$ cat config.mk
export PLATFORM = sky130hd
export DESIGN_NAME = jtag_tap_sequencer_flat
export DESIGN_NICKNAME = d
export VERILOG_FILES = /design/src/rtl/jtag_pkg.sv /design/src/rtl/jtag_tap_sequencer_if.sv /design/src/rtl/jtag_tck_div.sv /design/src/rtl/jtag_tap_sequencer.sv /design/src/flat_wrapper.sv
export SDC_FILE = /design/constraint.sdc
export NUM_CORES = 1
export LEC_CHECK = 0
export CORE_UTILIZATION = 40
export CTS_CLUSTER_SIZE = 28
export DETAILED_ROUTE_END_ITERATION = 8
export PLACE_DENSITY = 0.67
export SYNTH_ARGS = -nofsm -noshare
export SYNTH_HDL_FRONTEND = slang
export SYNTH_HIERARCHICAL = 1
export SYNTH_SLANG_ARGS = --single-unit
$ cat constraint.sdc
create_clock -name clk -period 5.85 [get_ports clk]
set_clock_uncertainty 0.2 [all_clocks]
set_input_delay 1.17 -clock clk [delete_from_list [all_inputs] [get_ports clk]]
set_output_delay 1.17 -clock clk [all_outputs]
set_load 0.005 [all_outputs]
$ cat src/rtl/jtag_pkg.sv
// jtag_pkg: IEEE 1149.1 TAP state encodings and sequencer FSM states, shared with the
// per-port boot-config engines. Also supplies the default `NUM_DEV port count.
`ifndef NUM_DEV
`define NUM_DEV 3
`endif

package jtag_pkg;

    localparam logic [3:0] TAP_TLR   = 4'hF;
    localparam logic [3:0] TAP_RTI   = 4'hC;
    localparam logic [3:0] TAP_SELDR = 4'h7;
    localparam logic [3:0] TAP_CAPDR = 4'h6;
    localparam logic [3:0] TAP_SHDR  = 4'h2;
    localparam logic [3:0] TAP_EX1DR = 4'h1;
    localparam logic [3:0] TAP_PAUDR = 4'h3;
    localparam logic [3:0] TAP_EX2DR = 4'h0;
    localparam logic [3:0] TAP_UPDDR = 4'h5;
    localparam logic [3:0] TAP_SELIR = 4'h4;
    localparam logic [3:0] TAP_CAPIR = 4'hE;
    localparam logic [3:0] TAP_SHIR  = 4'hA;
    localparam logic [3:0] TAP_EX1IR = 4'h9;
    localparam logic [3:0] TAP_PAUIR = 4'hB;
    localparam logic [3:0] TAP_EX2IR = 4'h8;
    localparam logic [3:0] TAP_UPDIR = 4'hD;

    typedef enum logic [1:0] {
        SEQ_IDLE = 2'd0,
        SEQ_RUN  = 2'd1,
        SEQ_WAIT = 2'd2,
        SEQ_FIN  = 2'd3
    } seq_state_e;

    function automatic int max_int(input int a, input int b);
        return (a > b) ? a : b;
    endfunction

endpackage

$ cat src/rtl/jtag_tap_sequencer_if.sv
// Control/status bundle between the boot controller, the config chain and the TAP sequencer.
`ifndef NUM_DEV
`define NUM_DEV 3
`endif

interface jtag_tap_sequencer_if;

    logic                 start;
    logic                 chain_done;
    logic [`NUM_DEV:0]    tck;
    logic [3:0]           tap_state;
    logic                 busy;
    logic                 boot_done;
    logic                 err;

    modport master (
        output start, chain_done,
        input  tck, tap_state, busy, boot_done, err
    );

    modport slave (
        input  start, chain_done,
        output tck, tap_state, busy, boot_done, err
    );

endinterface

$ cat src/rtl/jtag_tck_div.sv
// jtag_tck_div: enable-gated divider producing TCK (half-period TCK_DIV clk) plus 1-clk
// strobes that are high in the cycle whose closing clk edge makes tck rise or fall.
module jtag_tck_div #(
    parameter int TCK_DIV = 4
) (
    input  logic clk,
    input  logic rst_n,
    input  logic en,
    output logic tck_q,
    output logic fall_stb,
    output logic rise_stb
);

    localparam int               CNT_W    = $clog2(TCK_DIV);
    localparam logic [CNT_W-1:0] CNT_LAST = CNT_W'(TCK_DIV - 1);

    logic [CNT_W-1:0] cnt_q;
    logic             wrap;

    assign wrap     = en && (cnt_q == CNT_LAST);
    assign rise_stb = wrap && !tck_q;
    assign fall_stb = wrap &&  tck_q;

    // Dropping en parks tck low and rearms the count, so the first rise after
    // enabling is always exactly TCK_DIV clk away.
    always_ff @(posedge clk or negedge rst_n) begin
        if (!rst_n) begin
            // NOTE: non-blocking assignments so every register updates from the same pre-edge values.
            cnt_q <= '0;
            tck_q <= 1'b0;
        end else if (!en) begin
            cnt_q <= '0;
            tck_q <= 1'b0;
        end else if (wrap) begin
            cnt_q <= '0;
            tck_q <= ~tck_q;
        end else begin
            cnt_q <= cnt_q + CNT_W'(1);
        end
    end

endmodule

$ cat src/rtl/jtag_tap_sequencer.sv
// jtag_tap_sequencer: drives TCK and a common TAP state through the boot scan sequence.
// Optional JTAG_IR_SCAN_EN inserts an IR scan between Test-Logic-Reset and the DR scan.
module jtag_tap_sequencer
    import jtag_pkg::*;
#(
    parameter int TCK_DIV     = 4,
    parameter int TLR_TCKS    = 5,
    parameter int DR_LEN      = 32,
    parameter int IR_LEN      = 6,
    parameter int TIMEOUT_TCK = 1024
) (
    input  logic                 clk,
    input  logic                 rst_n,
    jtag_tap_sequencer_if.slave  bus
);

    localparam int SH_MAX = max_int(DR_LEN, IR_LEN);
    localparam int TLR_W  = $clog2(TLR_TCKS + 1);
    localparam int SH_W   = $clog2(SH_MAX + 1);
    localparam int TMO_W  = $clog2(TIMEOUT_TCK + 1);

    localparam logic [TLR_W-1:0] TLR_LAST = TLR_W'(TLR_TCKS);
    localparam logic [SH_W-1:0]  DR_LAST  = SH_W'(DR_LEN);
    localparam logic [TMO_W-1:0] TMO_LAST = TMO_W'(TIMEOUT_TCK - 1);
    localparam logic [TMO_W-1:0] TMO_SAT  = TMO_W'(TIMEOUT_TCK);
`ifdef JTAG_IR_SCAN_EN
    localparam logic [SH_W-1:0]  IR_LAST  = SH_W'(IR_LEN);
`endif

    seq_state_e       state_q, state_d;
    logic [3:0]       tap_q, tap_d;
    logic [TLR_W-1:0] tlr_cnt_q, tlr_cnt_d;
    logic [SH_W-1:0]  sh_cnt_q, sh_cnt_d;
    logic [TMO_W-1:0] tmo_cnt_q, tmo_cnt_d;
    logic             boot_done_q, boot_done_d;
    logic             err_q, err_d;
`ifdef JTAG_IR_SCAN_EN
    logic             ir_done_q, ir_done_d;
`endif

    logic busy;
    logic tck_q;
    logic fall_stb;
    logic rise_stb;

    assign busy = (state_q == SEQ_RUN) || (state_q == SEQ_WAIT);

    jtag_tck_div #(
        .TCK_DIV (TCK_DIV)
    ) u_tck_div (
        .clk      (clk),
        .rst_n    (rst_n),
        .en       (busy),
        .tck_q    (tck_q),
        .fall_stb (fall_stb),
        .rise_stb (rise_stb)
    );

    always_ff @(posedge clk or negedge rst_n) begin
        if (!rst_n) begin
            state_q     <= SEQ_IDLE;
            tap_q       <= TAP_TLR;
            tlr_cnt_q   <= '0;
            sh_cnt_q    <= '0;
            tmo_cnt_q   <= '0;
            boot_done_q <= 1'b0;
            err_q       <= 1'b0;
`ifdef JTAG_IR_SCAN_EN
            ir_done_q   <= 1'b0;
`endif
        end else begin
            state_q     <= state_d;
            tap_q       <= tap_d;
            tlr_cnt_q   <= tlr_cnt_d;
            sh_cnt_q    <= sh_cnt_d;
            tmo_cnt_q   <= tmo_cnt_d;
            boot_done_q <= boot_done_d;
            err_q       <= err_d;
`ifdef JTAG_IR_SCAN_EN
            ir_done_q   <= ir_done_d;
`endif
        end
    end

    always_comb begin
        // NOTE: every next-state signal gets its default first, so no path can infer a latch.
        state_d     = state_q;
        tap_d       = tap_q;
        tlr_cnt_d   = tlr_cnt_q;
        sh_cnt_d    = sh_cnt_q;
        tmo_cnt_d   = tmo_cnt_q;
        boot_done_d = boot_done_q;
        err_d       = err_q;
`ifdef JTAG_IR_SCAN_EN
        ir_done_d   = ir_done_q;
`endif

        case (state_q)
            SEQ_IDLE, SEQ_FIN: begin
                // tap_state is left alone here; TLR is re-entered on the first falling edge.
                if (bus.start) begin
                    state_d     = SEQ_RUN;
                    tlr_cnt_d   = '0;
                    sh_cnt_d    = '0;
                    tmo_cnt_d   = '0;
                    boot_done_d = 1'b0;
                    err_d       = 1'b0;
`ifdef JTAG_IR_SCAN_EN
                    ir_done_d   = 1'b0;
`endif
                end
            end

            SEQ_RUN: begin
                if (fall_stb) begin
                    if (tlr_cnt_q != TLR_LAST) begin
                        tap_d     = TAP_TLR;
                        tlr_cnt_d = tlr_cnt_q + TLR_W'(1);
                    end else begin
                        case (tap_q)
                            TAP_TLR:   tap_d = TAP_RTI;
                            TAP_RTI:   tap_d = TAP_SELDR;
`ifdef JTAG_IR_SCAN_EN
                            TAP_SELDR: tap_d = ir_done_q ? TAP_CAPDR : TAP_SELIR;
                            TAP_SELIR: tap_d = TAP_CAPIR;
                            TAP_CAPIR: begin
                                tap_d    = TAP_SHIR;
                                sh_cnt_d = SH_W'(1);
                            end
                            TAP_SHIR: begin
                                if (sh_cnt_q == IR_LAST) begin
                                    tap_d    = TAP_EX1IR;
                                    sh_cnt_d = '0;
                                end else begin
                                    sh_cnt_d = sh_cnt_q + SH_W'(1);
                                end
                            end
                            TAP_EX1IR: tap_d = TAP_UPDIR;
                            TAP_UPDIR: begin
                                tap_d     = TAP_SELDR;
                                ir_done_d = 1'b1;
                            end
`else
                            TAP_SELDR: tap_d = TAP_CAPDR;
`endif
                            TAP_CAPDR: begin
                                tap_d    = TAP_SHDR;
                                sh_cnt_d = SH_W'(1);
                            end
                            TAP_SHDR: begin
                                if (sh_cnt_q == DR_LAST) begin
                                    tap_d    = TAP_EX1DR;
                                    sh_cnt_d = '0;
                                end else begin
                                    sh_cnt_d = sh_cnt_q + SH_W'(1);
                                end
                            end
                            TAP_EX1DR: tap_d = TAP_UPDDR;
                            TAP_UPDDR: begin
                                tap_d     = TAP_RTI;
                                tmo_cnt_d = '0;
                                state_d   = SEQ_WAIT;
                            end
                            // Any state outside the walk restarts it from Test-Logic-Reset.
                            default:   tap_d = TAP_TLR;
                        endcase
                    end
                end
            end

            SEQ_WAIT: begin
                if (fall_stb) begin
                    if (bus.chain_done) begin
                        state_d     = SEQ_FIN;
                        boot_done_d = 1'b1;
                    end else if (tmo_cnt_q == TMO_LAST) begin
                        state_d   = SEQ_FIN;
                        err_d     = 1'b1;
                        tmo_cnt_d = TMO_SAT;
                    end else if (tmo_cnt_q != TMO_SAT) begin
                        tmo_cnt_d = tmo_cnt_q + TMO_W'(1);
                    end
                end
            end

            default: state_d = SEQ_IDLE;
        endcase
    end

    tap_stable_on_rise: assert property (
        @(posedge clk) disable iff (!rst_n) rise_stb |=> $stable(tap_q)
    );

    assign bus.tck       = {(`NUM_DEV + 1){tck_q}};
    assign bus.tap_state = tap_q;
    assign bus.busy      = busy;
    assign bus.boot_done = boot_done_q;
    assign bus.err       = err_q;

endmodule

$ cat src/flat_wrapper.sv
// flat-port wrapper written by rule: the top's interface ports become plain ports
module jtag_tap_sequencer_flat import jtag_pkg::*;
#(
    parameter int TCK_DIV     = 4,
    parameter int TLR_TCKS    = 5,
    parameter int DR_LEN      = 32,
    parameter int IR_LEN      = 6,
    parameter int TIMEOUT_TCK = 1024
)
  (clk, rst_n, bus_start, bus_chain_done, bus_tck, bus_tap_state, bus_busy, bus_boot_done, bus_err);
  jtag_tap_sequencer_if bus_i ();
  input  logic clk;
  input  logic rst_n;
  input wire logic [$bits(bus_i.start)-1:0] bus_start;
  input wire logic [$bits(bus_i.chain_done)-1:0] bus_chain_done;
  output wire logic [$bits(bus_i.tck)-1:0] bus_tck;
  output wire logic [$bits(bus_i.tap_state)-1:0] bus_tap_state;
  output wire logic [$bits(bus_i.busy)-1:0] bus_busy;
  output wire logic [$bits(bus_i.boot_done)-1:0] bus_boot_done;
  output wire logic [$bits(bus_i.err)-1:0] bus_err;
  assign bus_i.start = bus_start;
  assign bus_i.chain_done = bus_chain_done;
  assign bus_tck = bus_i.tck;
  assign bus_tap_state = bus_i.tap_state;
  assign bus_busy = bus_i.busy;
  assign bus_boot_done = bus_i.boot_done;
  assign bus_err = bus_i.err;
  jtag_tap_sequencer #(.TCK_DIV(TCK_DIV), .TLR_TCKS(TLR_TCKS), .DR_LEN(DR_LEN), .IR_LEN(IR_LEN), .TIMEOUT_TCK(TIMEOUT_TCK)) u_core (.clk(clk), .rst_n(rst_n), .bus(bus_i));
endmodule
Yosys cells after proc, flatten, opt, wreduce, memory -nomap -nowiden
Cells that the tools add are included.
{"block": "word_totals", "reg_bits": 31, "output_inout_bits": 11, "word_cells": 100}
{"block": "op_classes", "n_addsub": 4, "n_eq_ne": 29, "mux": 42, "bitwise": 1, "n_reduce_logical": 15}
{"op": "2-to-1 mux 11 bit", "n": 8}
{"op": "one-hot mux 11 bit (3 select lines)", "n": 1}
{"op": "2-to-1 mux 6 bit", "n": 4}
{"op": "one-hot mux 4 bit (6 select lines)", "n": 1}
{"op": "one-hot mux 6 bit (2 select lines)", "n": 2}
{"op": "2-to-1 mux 2 bit", "n": 9}
{"op": "!= test 2 bit (second input constant)", "n": 7}
{"op": "== test 4 x 3 -> 1 bit (second input constant)", "n": 3}
{"op": "!= test 3 bit (second input constant)", "n": 4}
{"op": "adder 11 x 1 -> 11 bit (second input constant)", "n": 1}
{"op": "== test 11 x 10 -> 1 bit (second input constant)", "n": 1}
{"op": "!= test 11 bit (second input constant)", "n": 1}
{"op": "AND reduction 5 bit", "n": 2}
{"op": "2-to-1 mux 3 bit", "n": 3}
{"op": "== test 4 bit (second input constant)", "n": 2}
{"op": "2-to-1 mux 1 bit", "n": 8}
{"op": "2-to-1 mux 4 bit", "n": 2}
{"op": "AND reduction 4 bit", "n": 2}
{"op": "AND reduction 7 bit", "n": 1}
{"op": "adder 6 x 1 -> 6 bit (second input constant)", "n": 1}
{"op": "== test 2 bit (second input constant)", "n": 3}
{"op": "== test 6 bit (second input constant)", "n": 1}
{"op": "!= test 2 x 1 -> 1 bit (second input constant)", "n": 3}
{"op": "one-hot mux 2 bit (3 select lines)", "n": 1}
{"op": "16 further kinds", "n": 20}

Depth between registers and ports, before layout
{"block": "depth", "word_depth": 6, "ltp_mapped": 10, "depth_no_buf": 8}

By module
The synthesis kept the hierarchy.
{"mod": "jtag_tap_sequencer", "instances": 1, "cells_each": 210, "area_each_um2": 1984.4, "seq_area_each_um2": 705.7}
{"mod": "jtag_tck_div", "instances": 1, "cells_each": 11, "area_each_um2": 135.1, "seq_area_each_um2": 75.1}

Worst setup path before layout
Ideal clock, no wire load.
{"block": "synth_path", "kind": "input to register", "start": "in bus_start", "end": "reg u_core.tmo_cnt_q[5]", "setup_time_ns": 0.122, "arrival_ns": 2.201, "t_required_ns": 5.528, "path_slack_ns": 3.327, "cell_stages": 6, "n_path_buf": 2, "cell_sequence": "nand2b_1 > buf_2 > a21boi_1 > buf_2 > o2111ai_1 > a32o_1"}
{"block": "synth_between", "elab_chain_cells": 2}
{"element": "from (decl)", "line_no": "flat_wrapper.sv:14", "rtl": "input wire logic [$bits(bus_i.start)-1:0] bus_start;"}
{"element": "!= test 2 bit (no line)"}
{"element": "AND reduction 7 bit (no line)"}
{"element": "to (signal assigned)", "line_no": "jtag_tap_sequencer.sv:76", "rtl": "tmo_cnt_q <= tmo_cnt_d;"}
{"element": "to (decl)", "line_no": "jtag_tap_sequencer.sv:34", "rtl": "logic [TMO_W-1:0] tmo_cnt_q, tmo_cnt_d;"}
No other way between the ends.
A chain may end at the register's enable or synchronous reset.

Final worst setup path
{"block": "layout_path", "start": "in bus_start", "end": "reg u_core.tmo_cnt_q[10]"}
Same word-level chain as after synthesis.

==> impl_summary.md <==
Worst hold path
The path class of the lowest-slack min-delay path is flop to flop. The startpoint of the most critical hold path is u_core/u_tck_div/cnt_q[0].

Routing
Dividing the detail-routed via count by the number of cells gives 5.80. Summing over every cut layer, the via total after detailed routing is 1710. The detail-routed net length per standard cell is 15.2 um. Once detail routing completed, the nets flagged for antenna violations numbered 0. The number of design rule violations left after detail routing is 0. For this block, the initial DRC count from the detailed router was 128. The detailed-route wire length is 4.48 mm. The pre-antenna-repair detailed-routing pass consisted of 4 iterations.

Yosys
Synthesis produced a netlist whose cell count is 219. The average cell area after synthesis is 9.64 um^2. Synthesis produced a netlist with a net count of 233. The total number of yosys warnings is 6.

The post-synthesis instance area is 2110 um^2.

STA
The count of final hold-check violations is 0. The accumulated negative setup slack is 0 ps. The final max-slew violation count is 0. Timing would allow up to 0.288 GHz.

The shortest clock period the worst path allows after layout is 3470 ps. The number of endpoints failing setup at the final stage is 0. For the pin with the worst max-slew slack, the measured transition is 1070 ps. Setup repair after global routing left no endpoint under its margin. Measured against its own limit, the worst slew margin works out to 0.288.

The final clock period utilization by the worst path is 0.594.

Worst setup path
The worst setup path is launched from an input pin. The critical path arrival is 3490 ps. STA puts the critical path data required time at 5870 ps. The critical path endpoint category is a flop. The origin of the worst setup path is bus_start.

The maximum fanout along the worst path is 13. Traced cell by cell, the critical path runs through clkdlybuf4s50_1, nand2b_1, a21boi_1, and3_1, a41o_1. The slowest stage of the critical path belongs to the cell sky130_fd_sc_hd__a21boi_1. Setup slack on the worst reg-to-reg path comes out at 2740 ps. The critical path in this run is classified as input pin to flop. In this run the critical register-to-register path is launched from u_core/state_q[0]. For this run, the slowest stage of the critical path takes 900 ps.

Cells and area
The repair_antennas step left the layout with diodes totalling 0. The most frequent standard cell in the layout excluding fill and tap cells is sky130_fd_sc_hd__dfrtp_1. Relative to the synthesized area, the layout overhead comes to 9.72%. In the final layout, the share of cells above drive strength 1 is 0.107. For this run, the post-layout net count is 238. The count of fill cells added during filler insertion is 504. The final cell utilization of the core is 0.454. The top cell types in the final layout, fill and taps aside, are 27 x sky130_fd_sc_hd__dfrtp_1, 15 x sky130_fd_sc_hd__nand2_1, 14 x sky130_fd_sc_hd__clkdlybuf4s50_1, 14 x sky130_fd_sc_hd__inv_1, 10 x sky130_fd_sc_hd__ha_1.

Placement
At the end of routability-driven placement, the weighted congestion stood at 0.830. The detailed-placement wirelength estimate is 3.02 mm. The number of input and output port buffers inserted is 14.

Global routing
The first global-routing pass estimated 7.21 mm of wire. The largest net degree at the start of global routing is 32. The total congestion overflow is 0. The number of antenna violations at the first check in global routing was 0. The overall routing resource usage is 0.172. The number of global-route vias before repair is 1505.

Die
The vertical die dimension is 74.7 um. The die is 74.7 um wide. The total core area is 5110 um^2. The initial standard-cell utilization of the core is 0.414.

The die footprint is 5570 um^2. The initialized floorplan defines 26 standard-cell rows. For this design the top-level I/O count stands at 15.

CTS
In this run, CTS created clock tree buffers numbering 5. CTS placed an instance of sky130_fd_sc_hd__clkbuf_8 at the clock tree root. In this run the deepest clock path goes through 2 buffers. The TritonCTS clock tree is built.

The number of resized instances in the post-cts repair step is 0. The clock net in this run drives a total of 31 sinks. After clock tree synthesis, the flow added hold-fix buffers numbering 0.

Clock latency on the worst-skew pair, taken at its later pin, is 290 ps. Clock-pin slew was measured on the worst setup and hold paths at 60 ps. In this run the number of H-tree levels came out at 2. The setup fix buffers added after clock tree synthesis is 0.

Status
The flow ran to the end, and the final reports show no timing, DRC or antenna violations.

Pwr
Across the VDD grid, the largest voltage drop is 0.000248 V. In this run the power density over the cells is 421 nW/um^2. The leakage component of the power is 0.000919 uW.

Run
The tool flagged a number of max-cap violations equal to 0.
routing by layer:
metal | wire length [um] | global-route usage
met1 | 2280 | 0.263
met2 | 1970 | 0.240
met3 | 167 | 0.0254
met4 | 61 | 0.0713
met5 | 0 | 0
critical path, delay by kind of cell:
kind                   cells  cell delay [ps]
buffers and inverters      1              470
AOI/OAI and AO/OA          2             1110
and+or+nand+nor            2              740
per-stage QoR:
stage	power (uW)	worst slack [ps]	cells	area [um^2]	hold slack (ps)
3_3_place_gp	799	2140	287	2230	227
4_1_cts	980	2400	295	2320	253
3_5_place_dp	809	2100	287	2230	239
6_report	975	2380	295	2320	257
2_1_floorplan	701	3330	219	2110	214
5_1_grt	1050	2260	295	2320	279
final timing paths:
path / endpoint / depth (start not counted)
worst max-delay path: u_core/tmo_cnt_q[10] / 5
worst min register to register: u_core/u_tck_div/cnt_q[0] / 1
min in group asynchronous: u_core/sh_cnt_q[1] / 2
max in group asynchronous: u_core/bus.tap_state[1] / 2
worst min-delay path: u_core/u_tck_div/cnt_q[0] / 1
worst max register to register: u_core/tmo_cnt_q[10] / 8
where the power goes:
part	switching [uW]	leakage [uW]	internal (uW)	total, uW
Sequential	53.3	0.000405	263	316
Combinational	282	0.000473	210	492
Clock	83.7	0.0000412	83.1	167
sequential cells by signal, summed over array words and instances (netlist names):
signal and count:
u_core/bus.tap_state 4, u_core/u_tck_div/cnt_q 2, u_core/tmo_cnt_q 11, u_core/sh_cnt_q 6, u_core/state_q 2, u_core/bus.boot_done 1, u_core/bus.err 1, u_core/tlr_cnt_q 3
u_core/u_tck_div/tck_q 1
cell type report:
class	count	area (um^2)	area share
multi-input combinational	157	1160	0.502
sequential	31	781	0.337
timing repair buffer	15	148	0.0637
tap	70	87.6	0.0378
clock buffer	6	72.6	0.0313
inverter	14	52.6	0.0227
clock inverter	2	12.5	0.00540
Power figures use the tool's default switching activity.
